`src/rtl/accel_avg_filter.sv`:
```
// accel_avg_filter: moving average of signed SPI accelerometer samples, held stable for the display
//   Parameters: LOG2_DEPTH (window = 2^LOG2_DEPTH samples, 1..5), DEADBAND (LSBs, deadband build only)
//   Optional:   define ACCEL_AVG_DEADBAND_EN to suppress output updates within +/-DEADBAND of the held value
//   Ports:      clk        system clock
//               reset      asynchronous active-low reset
//               data_in    two's-complement sample
//               data_valid one-cycle strobe qualifying data_in
//               clear      synchronous flush of the window (active high, wins over data_valid)
//               data_out   averaged sample, held between updates
//               out_valid  one-cycle pulse when data_out is loaded
//               filled     high once the window holds 2^LOG2_DEPTH samples
module accel_avg_filter #(
   parameter int LOG2_DEPTH = 3,
   parameter int DEADBAND = 2
) (
   input  logic       clk,
   input  logic       reset,
   input  logic [7:0] data_in,
   input  logic       data_valid,
   input  logic       clear,
   output logic [7:0] data_out,
   output logic       out_valid,
   output logic       filled
);
   localparam int DEPTH = 1 << LOG2_DEPTH;
   localparam int SW = 8 + LOG2_DEPTH;
`ifdef ACCEL_AVG_DEADBAND_EN
   localparam bit DB_EN = 1'b1;
`else
   localparam bit DB_EN = 1'b0;
`endif
   typedef enum logic {FILL, RUN} state_t;
   state_t state, state_d;
   logic signed [7:0] win [DEPTH];
   logic [LOG2_DEPTH-1:0] wptr;
   logic signed [SW-1:0] sum;
   logic upd, upd_first, accept, last_fill, hold;
   logic [7:0] avg;
   logic signed [8:0] diff, mag;
   assign accept = data_valid && !clear;
   // During FILL the write pointer doubles as the fill count
   assign last_fill = state == FILL && wptr == LOG2_DEPTH'(DEPTH - 1);
   assign avg = 8'(sum >>> LOG2_DEPTH);
   assign filled = state == RUN;
   assign diff = $signed({avg[7], avg}) - $signed({data_out[7], data_out});
   assign mag = diff < 0 ? -diff : diff;
   // The first output after a fill always loads, whatever the held value
   assign hold = DB_EN && !upd_first && mag <= $signed(9'(DEADBAND));
   always_ff @(posedge clk or negedge reset)
      if (!reset) state <= FILL;
      else state <= state_d;
   always_comb begin
      state_d = state;
      if (clear) state_d = FILL;
      else if (accept && last_fill) state_d = RUN;
   end
   always_ff @(posedge clk or negedge reset)
      if (!reset) begin
         for (int i = 0; i < DEPTH; i++) win[i] <= '0;
         wptr <= '0;
         sum <= '0;
         upd <= 1'b0;
         upd_first <= 1'b0;
         data_out <= '0;
         out_valid <= 1'b0;
      end else begin
         upd <= accept && (state == RUN || last_fill);
         upd_first <= accept && last_fill;
         out_valid <= 1'b0;
         if (clear) begin
            for (int i = 0; i < DEPTH; i++) win[i] <= '0;
            wptr <= '0;
            sum <= '0;
         end else if (accept) begin
            sum <= sum + SW'($signed(data_in)) - SW'(win[wptr]);
            win[wptr] <= $signed(data_in);
            wptr <= wptr + 1'b1;
         end
         // A clear arriving while an update is pending cancels it
         if (!clear && upd && !hold) begin
            data_out <= avg;
            out_valid <= 1'b1;
         end
      end
endmodule

```
`config.mk`:
```
export PLATFORM = sky130hd
export DESIGN_NAME = accel_avg_filter
export DESIGN_NICKNAME = d
export VERILOG_FILES = /design/src/rtl/accel_avg_filter.sv
export SDC_FILE = /design/constraint.sdc
export NUM_CORES = 1
export LEC_CHECK = 0
export ABC_AREA = 1
export CAP_MARGIN = 20
export CORE_UTILIZATION = 54
export DETAILED_ROUTE_END_ITERATION = 16
export PLACE_DENSITY_LB_ADDON = 0.2
export RECOVER_POWER = 50
export SYNTH_ARGS = -nofsm -noshare
export SYNTH_HDL_FRONTEND = slang
export SYNTH_SLANG_ARGS = --single-unit
```
`constraint.sdc`:
```
create_clock -name clk -period 2.63 [get_ports clk]
set_input_delay 0.526 -clock clk [delete_from_list [all_inputs] [get_ports clk]]
set_output_delay 0.526 -clock clk [all_outputs]
set_load 0.02 [all_outputs]
```
* Yosys cells after proc, flatten, opt, wreduce, memory -nomap -nowiden *
Index checks and enable logic that the tools add are counted.
Widths: inputs -> output; s select.

word-level totals
  bits in registers = 89
  output and inout port bits = 10

operators by class
  reduce and logical (&&, ||, !) cells = 10
  bitwise gates (word level) = 2
  add/subtract/negate cells = 3
  eq/ne operators = 1
  order comparisons = 2
  mux-type cells = 15

operator list
  kind                 count
  $mux 64              2
  $bwmux 64            1
  $bmux 8 s3           1
  $demux 8 s3          1
  $mux 8               3
  $mux 11              2
  $add 11x8->11        1
  $sub 11x8->11        1
  $logic_and 1x1->1    6
  $mux 3               2
  $ge 4x4->1 const B   1
  $lt 4x1->1 const B   1
  $not 3->4            1
  $reduce_bool 2->1    2
  $add 3x1->3 const B  1
  $eq 3x3->1 const B   1
  $mux 1               3
  $logic_not 1->1      1
  $logic_or 1x1->1     1
  $not 1->1            1

* Depth between registers and ports, before layout *
Gate-level depths: netlist (run 1).

  word-level depth = 8
  depth in mapped cells = 20

* Least setup slack after synthesis (run 1) *
No wires, ideal clock.

  path type = register to register
  start = register wptr[2]
  end = register sum[6]
  cell stages (with the launch flop) = 17
  data required time = 2504 ps
  library setup time = 126 ps
  data arrival time = 2585 ps
  buffers on the path = 1
  slack = -81 ps
  path through = dfrtp_1 > inv_2 > nand3_1 > buf_4 > o22ai_1 > nor2_1 > nand2_1 > fa_1 > fa_1 > inv_1 > nand3_1 > nand3_1 > nand2_1 > nand2_1 > nand2_1 > nand2_1 > o21ai_0

on the way
  cells in the longest elaborated chain, start to end = 7

ends and longest elaborated chain
  what                                        line  source
  start, declared                             35    logic [LOG2_DEPTH-1:0] wptr;
  start signal, assigned                      77    wptr <= wptr + 1'b1;
  $not 3->4 (implied by the code)             75    sum <= sum + SW'($signed(data_in)) - SW'(win[wptr]);
  $bmux 8 s3                                  75
  $mux 8 (implied by the code) (2 in series)  75
  $sub 11x8->11                               75
  $mux 11                                     74    end else if (accept) begin
  $mux 11                                     70    if (clear) begin
  end signal, assigned                        75
  end, declared                               36    logic signed [SW-1:0] sum;

Every way passes these cells. The select of a mux whose other input is x is not followed.
A chain may end at the register's enable or synchronous reset.

* Final worst setup path (run 1) *
  start = register wptr[2]
  end = register sum[10]

The elaborated chain is that of the path after synthesis.

==> qor.txt, run 1 <==
Clock buffer depth: 2
Critical Path Fanout Max: 14
Slew Viols, Final: 0
Combinational share of power: 0.495
Worst reg2reg path endpoint: sum[10]
Post-CTS Hold Buffers: 0
Synth Register Bits: 89
Critical Path RT: 2.89 ns
Htree depth: 3
Switch share: 0.398
Post-synthesis average cell area: 8.52 um^2
Overall Power: 0.00473 W
R2R depth: 15
Wirelength per Cell: 18.7 um
Top achievable clock speed: 0.333 GHz
Normalized max-slew margin: 0.113
Final Hold Fails: 0
Post-route ant nets: 0
GPL Wtd Cong: 0.915
Vias: 4512
Reg2reg start: wptr[2]
Leakage: 2.81 nW
CP startpoint kind: flop
Power Density: 774 mW/mm^2
Sequential-to-total area share from yosys stat: 0.480
Fin worst setup slack: -0.371 ns
Wire length of the first global-routing pass: 22400 um
HPWL Detailed: 8470 um
Largest net degree at the start of global routing: 54
Clock Pin Slew Worst Setup and Hold Paths: 0.09 ns
Fin crit period: 3.00 ns
Clk sinks: 89
Drt pass-1 iters: 7
# diodes: 0
DIE AREA: 0.00897 mm^2
GRT overflow: 0
Num CTS Buffers: 9
Vias per std cell: 6.00
Layout cells sized above 1: 0.255
Period utilization: 1.14
WS Path Type: reg2reg
Power Internal: 0.00285 W
Initial Util: 0.562
Mapped Area: 0.00464 mm^2
Cells along the critical path: inv_6, nand3_4, o22ai_1, inv_1, nand4_1, buf_4, fa_1, inv_1, ha_4, nand2_2, inv_1, a21oi_2, nand4_1, nand3_1, nand2_1
Synth warn: 0
Die height: 94.7 um
Post-Syn Nets: 581
VDD IR max: 0.000782 V
Reg2Reg Setup Slack: -0.37 ns
Clock Skew: 0.0160 ns
Max_cap viols: 0
# setup viols final: 9
Crit path DAT: 3.26 ns
Clock Latency Late Sink: 0.36 ns
Net switching power: 0.00188 W
GRT Util Overall: 0.337
Top area cells in the synthesized netlist: dfrtp_1, o22ai_1, inv_1
Failing checks: negative setup slack
Post-synthesis cell count: 545
Root buffer cell: clkbuf_8
Final WL: 14000 um
Nets: 678
Initial antenna violation count: 0
CTS tree: built
Crit-path leading delay family: simple AND/OR/NAND/NOR gates
Yosys top cell area share: 0.480
Hold slack: 0.442 ns
RSZ-0062 raised after global routing: yes
Yosys cell types: 26
Worst min-delay path category: in2async
# port buffers: 21
Initial DRC count: 443
Layout area overhead: 31.6%
Io pins: 22
Row count: 33
Register share of total power: 0.317
DRC viols: 0
Buf+Inv Stages, Crit Path: 5
Vias in the first global route: 4392
Clk network pwr share: 0.188
Worst-Margin Slew: 1.33 ns
Top cell by count, worst path: inv_1
Slowest cell on crit path: dfrtp_2
Non-Filler Instances: 752
Chip Width: 94.7 um
Status: finished with violations
DP Cell Count: 706
Core region area: 0.00826 mm^2
Max incr delay on CP: 0.47 ns
Top cell type by total area after synthesis: dfrtp_1
Element type at the critical path end: flop
## synthesized netlist by cell type (all sizes together)
master / n
clkbuf: 2
buf: 13
a21oi: 9
clkinv: 1
nand4: 6
dfrtp: 89
ha: 14
a22oi: 2
inv: 125
o211ai: 4
nand3: 35
nor2: 32
o21ai: 26
nor3: 1
nand3b: 4
o22ai: 81
fa: 10
xor2: 1
nand2: 90
## final cells by class
| type | count | area, um^2 |
|---|---|---|
| Clock buffer | 11 | 141 |
| Timing Repair Buffer | 97 | 836 |
| Tap cell | 105 | 131 |
| Multi-Input combinational cell | 319 | 2240 |
| Sequential cell | 89 | 2230 |
| Fill cell | 535 | 2150 |
| Clock inverter | 5 | 38.8 |
| Inverter | 126 | 488 |
## power by group through the flow
stage                     clock [W]  sequential [W]  combinational (W)
after floorplan                   0         0.00152            0.00105
after global placement            0         0.00152            0.00157
after detailed placement          0         0.00152            0.00161
after CTS                  0.000896         0.00150            0.00205
after global routing       0.000964         0.00151            0.00254
final                      0.000888         0.00150            0.00234
## how the worst max path moves through the flow
stage | from | end | slack, ns | depth (start not counted)
after floorplan | wptr[0] | sum[10] | 0.004 | 15
after global placement | wptr[2] | sum[10] | -0.36 | 15
after detailed placement | wptr[0] | sum[10] | -0.45 | 15
after CTS | wptr[2] | sum[10] | -0.17 | 20
after global routing | wptr[1] | sum[10] | -0.46 | 16
final | wptr[2] | sum[10] | -0.37 | 15
## placed cells by master (no fill, tap or decap), types with 9 or more instances in the layout
| cell type | synthesis | layout |
|---|---|---|
| clkbuf_8 | 0 | 10 |
| nor2_1 | 31 | 24 |
| dfrtp_1 | 89 | 87 |
| nand2_1 | 88 | 77 |
| nand3_1 | 35 | 25 |
| clkdlybuf4s50_1 | 0 | 20 |
| o21ai_0 | 23 | 22 |
| buf_6 | 2 | 9 |
| inv_1 | 121 | 113 |
| o22ai_1 | 80 | 73 |
| nand2_2 | 2 | 11 |
| buf_4 | 6 | 61 |
## sequential cells by signal, summed over array words and instances (netlist names)
register	cells
win	64
filled	1
out_valid	1
upd	1
data_out	8
wptr	3
sum	11
## cells by family (layout without fill, tap and decap cells)
kind of cell / Yosys count / in the layout / synth area share
compound gates: 122 / 122 / 0.158
buf+inv: 141 / 239 / 0.123
fa+ha+maj: 24 / 24 / 0.0809
simple gates: 168 / 172 / 0.156
xor+xnor: 1 / 1 / 0.00189
flops: 89 / 89 / 0.480
## repair_timing
action / CTS / global route
cloned: 4 / 0
setup endpoints to repair: 9 / 9
gates resized for setup: 66 / 16
hold endpoints to repair: 0 / 0
setup buffers: 23 / 3
pin swaps: 40 / 10
## per-stage QoR
step | setup TNS, ns | util | setup slack [ns] | instance area, um^2
2_1_floorplan | 0 | - | 0.00358 | 4680
3_3_place_gp | -2.29 | 0.644 | -0.364 | 5320
3_5_place_dp | -2.66 | 0.644 | -0.455 | 5320
4_1_cts | -1.14 | 0.732 | -0.172 | 6050
5_1_grt | -3.38 | 0.740 | -0.463 | 6110
6_report | -2.30 | 0.740 | -0.371 | 6110
## metal layers
layer | vias to the layer above | global-route usage | routed length, um
met1 | 2161 | 0.468 | 5670
met4 | 0 | 0.158 | 548
met5 | - | 0 | 0
met3 | 56 | 0.0620 | 1330
met2 | 293 | 0.514 | 6490
li1 | 2002 | - | -
(Power assumes the default switching activity.)
==> run 2, diff against run 1 <==
Settings changed: CELL_PAD_IN_SITES_DETAIL_PLACEMENT set to 0, CELL_PAD_IN_SITES_GLOBAL_PLACEMENT set to 1, CORE_UTILIZATION 54 to 42.
==> run 2 against run 1 <==
Compared with the run above: the run ends with max-capacitance violations, max-slew violations, negative setup slack left; routed wire length shrank 2.6%; sequential cell count is the same; clock power grew 2.7%; non-clock buffer count grew 19; die area grew 28%; clock-buffer cell count is the same; maximum frequency grew 1.4%; setup slack gained 0.040 ns; power grew 0.87%; core utilization shrank 15 points; critical path type unchanged; largest power group unchanged; highest routed layer unchanged.
==> qor.txt, run 2 (synthesis results as in run 1) <==
Htree depth: 3 (unchanged)
Period utilization: 1.13 (was 1.14)
Power Density: 749 mW/mm^2 (was 774 mW/mm^2)
Clock Skew: 0.00963 ns (was 0.0160 ns)
Max_cap viols: 1 (was 0)
Element type at the critical path end: flop (unchanged)
Commonest non-fill, non-tap cell in the layout: inv_1 (unchanged)
Initial Util: 0.430 (was 0.562)
Slowest cell on crit path: fa_1 (was dfrtp_2)
Worst min-delay path category: reg2reg (was in2async)
Wirelength per Cell: 17.0 um (was 18.7 um)
# port buffers: 21 (unchanged)
Buf+Inv Stages, Crit Path: 4 (was 5)
DIE AREA: 0.0115 mm^2 (was 0.00897 mm^2)
Cells along the critical path: buf_6, nand3_4, buf_12, o22ai_1, nor2_1, o211ai_1, fa_1, inv_2, ha_4, buf_6, nand2_4, nor2_4, nand3_2, nand4_1, nand3_2, nand2_1 (was inv_6, nand3_4, o22ai_1, inv_1, nand4_1, buf_4, fa_1, inv_1, ha_4, nand2_2, inv_1, a21oi_2, nand4_1, nand3_1, nand2_1)
Flip-flop count of the largest register after layout: 64 (unchanged)
Post-route ant nets: 0 (unchanged)
Row count: 38 (was 33)
Normalized max-slew margin: -0.214 (was 0.113)
Post-placement cell area: 0.00538 mm^2 (was 0.00532 mm^2)
Critical Path RT: 2.93 ns (was 2.89 ns)
Layout area overhead: 37.1% (was 31.6%)
Vias per std cell: 5.23 (was 6.00)
Fin crit period: 2.96 ns (was 3.00 ns)
Initial antenna violation count: 0 (unchanged)
Vias in the first global route: 4233 (was 4392)
Root buffer cell: clkbuf_8 (unchanged)
Post-CTS Hold Buffers: 0 (unchanged)
Wire length of the first global-routing pass: 22100 um (was 22400 um)
Most frequent cells in the layout: inv_1, dfrtp_1, buf_4 (was inv_1, dfrtp_1, nand2_1)
Clock Latency Late Sink: 0.36 ns (about the same)
GPL Wtd Cong: 0.827 (was 0.915)
Largest regs: win: 64 flops, sum: 11 flops, data_out: 8 flops (unchanged)
Final Cell Area: 0.00636 mm^2 (was 0.00611 mm^2)
Core region area: 0.0108 mm^2 (was 0.00826 mm^2)
Initial DRC count: 357 (was 443)
WS Path Type: reg2reg (unchanged)
Chip Width: 107 um (was 94.7 um)
GRT Util Overall: 0.255 (was 0.337)
Layout cells sized above 1: 0.300 (was 0.255)
VDD IR max: 0.000420 V (was 0.000782 V)
Final Hold Fails: 0 (unchanged)
Drt pass-1 iters: 4 (was 7)
Final WL: 13700 um (was 14000 um)
Clk sinks: 89 (unchanged)
Failing checks: max-capacitance violations, max-slew violations, negative setup slack (was negative setup slack)
Largest net degree at the start of global routing: 38 (was 54)
Critical Path Fanout Max: 6 (was 14)
# setup viols final: 9 (unchanged)
Die height: 107 um (was 94.7 um)
Slew Viols, Final: 35 (was 0)
CP startpoint kind: flop (unchanged)
Num CTS Buffers: 9 (unchanged)
Io pins: 22 (unchanged)
Crit path DAT: 3.26 ns (about the same)
DRC viols: 0 (unchanged)
Nets: 694 (was 678)
Vias: 4202 (was 4512)
Top achievable clock speed: 0.338 GHz (was 0.333 GHz)
GRT overflow: 0 (unchanged)
# diodes: 0 (unchanged)
Crit-path leading delay family: adder cells (was simple AND/OR/NAND/NOR gates)
Fin worst setup slack: -0.331 ns (was -0.371 ns)
Hold slack: 0.494 ns (was 0.442 ns)
CTS tree: built (unchanged)
RSZ-0062 raised after global routing: yes (unchanged)
Status: finished with violations (unchanged)
Max incr delay on CP: 0.58 ns (was 0.47 ns)
Fill count: 950 (was 535)
Largest Register: win (unchanged)
Leakage: 2.92 nW (was 2.81 nW)
Clock buffer depth: 2 (unchanged)
Worst-Margin Slew: 1.82 ns (was 1.33 ns)
HPWL Detailed: 8980 um (was 8470 um)
Clock Pin Slew Worst Setup and Hold Paths: 0.09 ns (about the same)
run 2: cell count changes in the layout (fill, tap and decap cells not counted), moves of 2 or more:
cell | previous run | this run
buf_4 | 61 | 76
nand2_1 | 77 | 71
clkbuf_1 | 4 | 1
inv_2 | 8 | 11
inv_1 | 113 | 111
buf_6 | 9 | 14
a22oi_2 | 0 | 2
nand3_1 | 25 | 22
a22oi_1 | 2 | 0
nand2_2 | 11 | 16
ha_4 | 8 | 10
run 2: path summary, 6_finish.rpt:
check | end | depth (start not counted) | slack, ns | from
min reg2reg | sum[9] | 2 | 0.49 | sum[9]
max | sum[9] | 16 | -0.33 | wptr[0]
max reg2reg | sum[9] | 16 | -0.33 | wptr[0]
min in group asynchronous | win[59] | 1 | 0.64 | reset
max in group asynchronous | win[4] | 2 | 0.51 | reset
min | sum[9] | 2 | 0.49 | sum[9]
run 2: power breakdown:
part / total, W / internal, W / switching, W
clock: 0.000912 / 0.000401 / 0.000511
combinational: 0.00235 / 0.00106 / 0.00129
sequential: 0.00150 / 0.00146 / 0.0000461
run 2: timing repair:
action | in CTS | in global routing
gates cloned | 1 | 0
pin swaps | 31 | 30
resized for setup | 66 | 41
setup buffers | 32 | 13
setup endpoints to repair | 10 | 10
run 2: stage by stage:
| step | cells | total power, W | worst slack (ns) | utilization | TNS, ns |
|---|---|---|---|---|---|
| 3_5_place_dp | 741 | 0.00317 | -0.472 | 0.498 | -3.45 |
| 5_1_grt | 803 | 0.00508 | -0.420 | 0.590 | -3.28 |
| 4_1_cts | 790 | 0.00454 | -0.186 | 0.567 | -1.31 |
| 3_3_place_gp | 741 | 0.00315 | -0.521 | 0.498 | -3.23 |
| 2_1_floorplan | 545 | 0.00257 | 0.00358 | - | 0 |
| 6_report | 803 | 0.00477 | -0.331 | 0.590 | -2.06 |
run 2: layer usage:
layer | vias up | track usage | wire length (um)
met5 | - | 0 | 0
met4 | 0 | 0.0753 | 195
met3 | 19 | 0.0426 | 775
met2 | 119 | 0.384 | 6230
met1 | 2042 | 0.376 | 6470
li1 | 2022 | - | -
run 2: cell type report:
cell class,count,area [um^2],area share
Clock buffer,11,151,0.0238
Clock inverter,5,36.3,0.00570
Inverter,126,485,0.0763
Multi-Input combinational cell,316,2280,0.358
Sequential cell,89,2230,0.351
Tap cell,140,175,0.0275
Timing Repair Buffer,116,1000,0.158
run 2: tightest hold or removal path, stage by stage, from the launching register on:
cell and delay [ns]:
dfrtp_1 0.36, nand2_1 0.05, nand2_1 0.05
==> run 3, diff against run 2 <==
Settings changed: SKIP_CTS_REPAIR_TIMING set to 1.
==> run 3 against run 2 <==
Compared with the run above: hold slack got worse by 0.0027 ns; setup slack better by 0.028 ns; power grew 0.64%; clock skew up 0.00080 ns; first-iteration DRC count fell by 21%; register-to-register slack gained 0.03 ns; the run still ends with max-capacitance violations, max-slew violations, negative setup slack left; die area unchanged; combinational power about the same; clock power barely moved.
==> qor.txt, run 3 (synthesis results as in run 1) <==
Status: finished with violations (unchanged)
Failing checks: max-capacitance violations, max-slew violations, negative setup slack (unchanged)
R2R depth: 17 (was 16)
Setup TNS: -1.79 ns (was -2.06 ns)
Commonest non-fill, non-tap cell in the layout: inv_1 (unchanged)
# port buffers: 21 (unchanged)
Htree depth: 3 (unchanged)
Row count: 38 (unchanged)
Vias: 4240 (was 4202)
Reg2Reg Setup Slack: -0.30 ns (was -0.33 ns)
# setup viols final: 8 (was 9)
Most frequent cells in the layout: inv_1, dfrtp_1, nand2_1 (was inv_1, dfrtp_1, buf_4)
CP startpoint kind: flop (unchanged)
Num CTS Buffers: 9 (unchanged)
Final Hold Fails: 0 (unchanged)
GPL Wtd Cong: 0.827 (unchanged)
Largest regs: win: 64 flops, sum: 11 flops, data_out: 8 flops (unchanged)
Largest Register: win (unchanged)
Layout cells sized above 1: 0.296 (was 0.300)
Max incr delay on CP: 0.51 ns (was 0.58 ns)
Root buffer cell: clkbuf_8 (unchanged)
GRT overflow: 0 (unchanged)
Crit-path leading delay family: simple AND/OR/NAND/NOR gates (was adder cells)
Post-route ant nets: 0 (unchanged)
Die height: 107 um (unchanged)
Slew Viols, Final: 35 (unchanged)
HPWL Detailed: 8980 um (unchanged)
Vias per std cell: 5.33 (was 5.23)
Fin crit period: 2.93 ns (was 2.96 ns)
Largest net degree at the start of global routing: 38 (unchanged)
Core region area: 0.0108 mm^2 (unchanged)
Critical Path RT: 2.88 ns (was 2.93 ns)
# diodes: 0 (unchanged)
Period utilization: 1.12 (was 1.13)
Worst hold endpoint: sum[9] (unchanged)
WS Path Type: reg2reg (unchanged)
RSZ-0062 raised after global routing: yes (unchanged)
CTS tree: built (unchanged)
Flip-flop count of the largest register after layout: 64 (unchanged)
Cells along the critical path: buf_6, nand3_4, buf_4, o22ai_1, nor2_2, o211ai_1, fa_1, inv_1, ha_4, nand2_1, inv_1, nand2_1, nand2_1, nand2_2, nand4_1, nand3_2, nand2_1 (was buf_6, nand3_4, buf_12, o22ai_1, nor2_1, o211ai_1, fa_1, inv_2, ha_4, buf_6, nand2_4, nor2_4, nand3_2, nand4_1, nand3_2, nand2_1)
Crit path DAT: 3.19 ns (was 3.26 ns)
DIE AREA: 0.0115 mm^2 (unchanged)
Initial Util: 0.430 (unchanged)
Element type at the critical path end: flop (unchanged)
Wire length of the first global-routing pass: 20400 um (was 22100 um)
Clock buffer depth: 2 (unchanged)
Final Cell Area: 0.00637 mm^2 (was 0.00636 mm^2)
Normalized max-slew margin: -0.199 (was -0.214)
Chip Width: 107 um (unchanged)
Clock Skew: 0.0104 ns (was 0.00963 ns)
Vias in the first global route: 3902 (was 4233)
Max_cap viols: 1 (unchanged)
Top achievable clock speed: 0.341 GHz (was 0.338 GHz)
Final WL: 13400 um (was 13700 um)
Critical Path Fanout Max: 7 (was 6)
Nets: 687 (was 694)
VDD IR max: 0.000418 V (was 0.000420 V)
Power Density: 754 mW/mm^2 (was 749 mW/mm^2)
Top cell by count, worst path: nand2_1
Reg2reg start: wptr[0] (unchanged)
Layout area overhead: 37.2% (was 37.1%)
Slowest cell on crit path: fa_1 (unchanged)
Worst min-delay path category: reg2reg (unchanged)
Clock Latency Late Sink: 0.36 ns (about the same)
Wirelength per Cell: 16.9 um (was 17.0 um)
GRT Util Overall: 0.234 (was 0.255)
Worst reg2reg path endpoint: sum[9] (unchanged)
Worst-Margin Slew: 1.80 ns (was 1.82 ns)
Buf+Inv Stages, Crit Path: 4 (unchanged)
Hold depth: 2 (unchanged)
Initial antenna violation count: 0 (unchanged)
Fin worst setup slack: -0.304 ns (was -0.331 ns)
Drt pass-1 iters: 5 (was 4)
Leakage: 2.91 nW (was 2.92 nW)
Hold path start: sum[9] (unchanged)
Clk sinks: 89 (unchanged)
Post-placement cell area: 0.00538 mm^2 (unchanged)
Initial DRC count: 282 (was 357)
Clock Pin Slew Worst Setup and Hold Paths: 0.08 ns (was 0.09 ns)
DRC viols: 0 (unchanged)
Io pins: 22 (unchanged)
-- run 3: cell count changes in the layout (fill, tap and decap cells not counted), sizes merged --
cell,before,now
clkbuf,14,15
buf,93,83
nand3,36,38
-- run 3: report_power, final --
group | total, W | switching [W] | internal, W
clock network | 0.000912 | 0.000510 | 0.000401
logic | 0.00238 | 0.00130 | 0.00108
registers | 0.00150 | 0.0000481 | 0.00146
total | 0.00480 | 0.00186 | 0.00294
-- run 3: routing by layer --
metal / part of all wire / wire (um) / global-route usage / vias up
met3: 0.073 / 982 / 0.0322 / 15
met1: 0.47 / 6320 / 0.357 / 2035
met2: 0.44 / 5970 / 0.347 / 171
li1: - / - / - / 2019
met5: 0 / 0 / 0 / -
met4: 0.011 / 153 / 0.0626 / 0
-- run 3: worst max-delay path by stage --
stage / start / to / slack [ns] / cells past startpoint
after detailed placement: wptr[2] / sum[9] / -0.47 / 15
after floorplan: wptr[0] / sum[10] / 0.004 / 15
final: wptr[0] / sum[9] / -0.30 / 17
after CTS: wptr[0] / sum[9] / -0.50 / 15
after global routing: wptr[1] / sum[10] / -0.42 / 18
after global placement: wptr[2] / sum[9] / -0.52 / 15
-- run 3: final cells by class --
type	count	area [um^2]
clock buffer	11	151
clock inverter	5	36.3
fill	925	4420
inverter	126	490
multi-input combinational	318	2330
sequential	89	2230
tap	140	175
timing repair buffer	107	953
-- run 3: metrics by stage --
| stage | utilization | total power [W] | setup slack [ns] | std cells | hold WS, ns |
|---|---|---|---|---|---|
| 2_1_floorplan | - | 0.00257 | 0.00358 | 545 | 0.230 |
| 3_3_place_gp | 0.498 | 0.00315 | -0.521 | 741 | 0.468 |
| 3_5_place_dp | 0.498 | 0.00317 | -0.472 | 741 | 0.476 |
| 4_1_cts | 0.516 | 0.00408 | -0.502 | 757 | 0.117 |
| 5_1_grt | 0.590 | 0.00512 | -0.416 | 796 | 0.500 |
| 6_report | 0.590 | 0.00480 | -0.304 | 796 | 0.491 |
-- run 3: worst min-delay path, cell delays in order, from the launching register on --
cell and delay, ns:
dfrtp_1 0.36, nand2_1 0.06, nand2_1 0.05
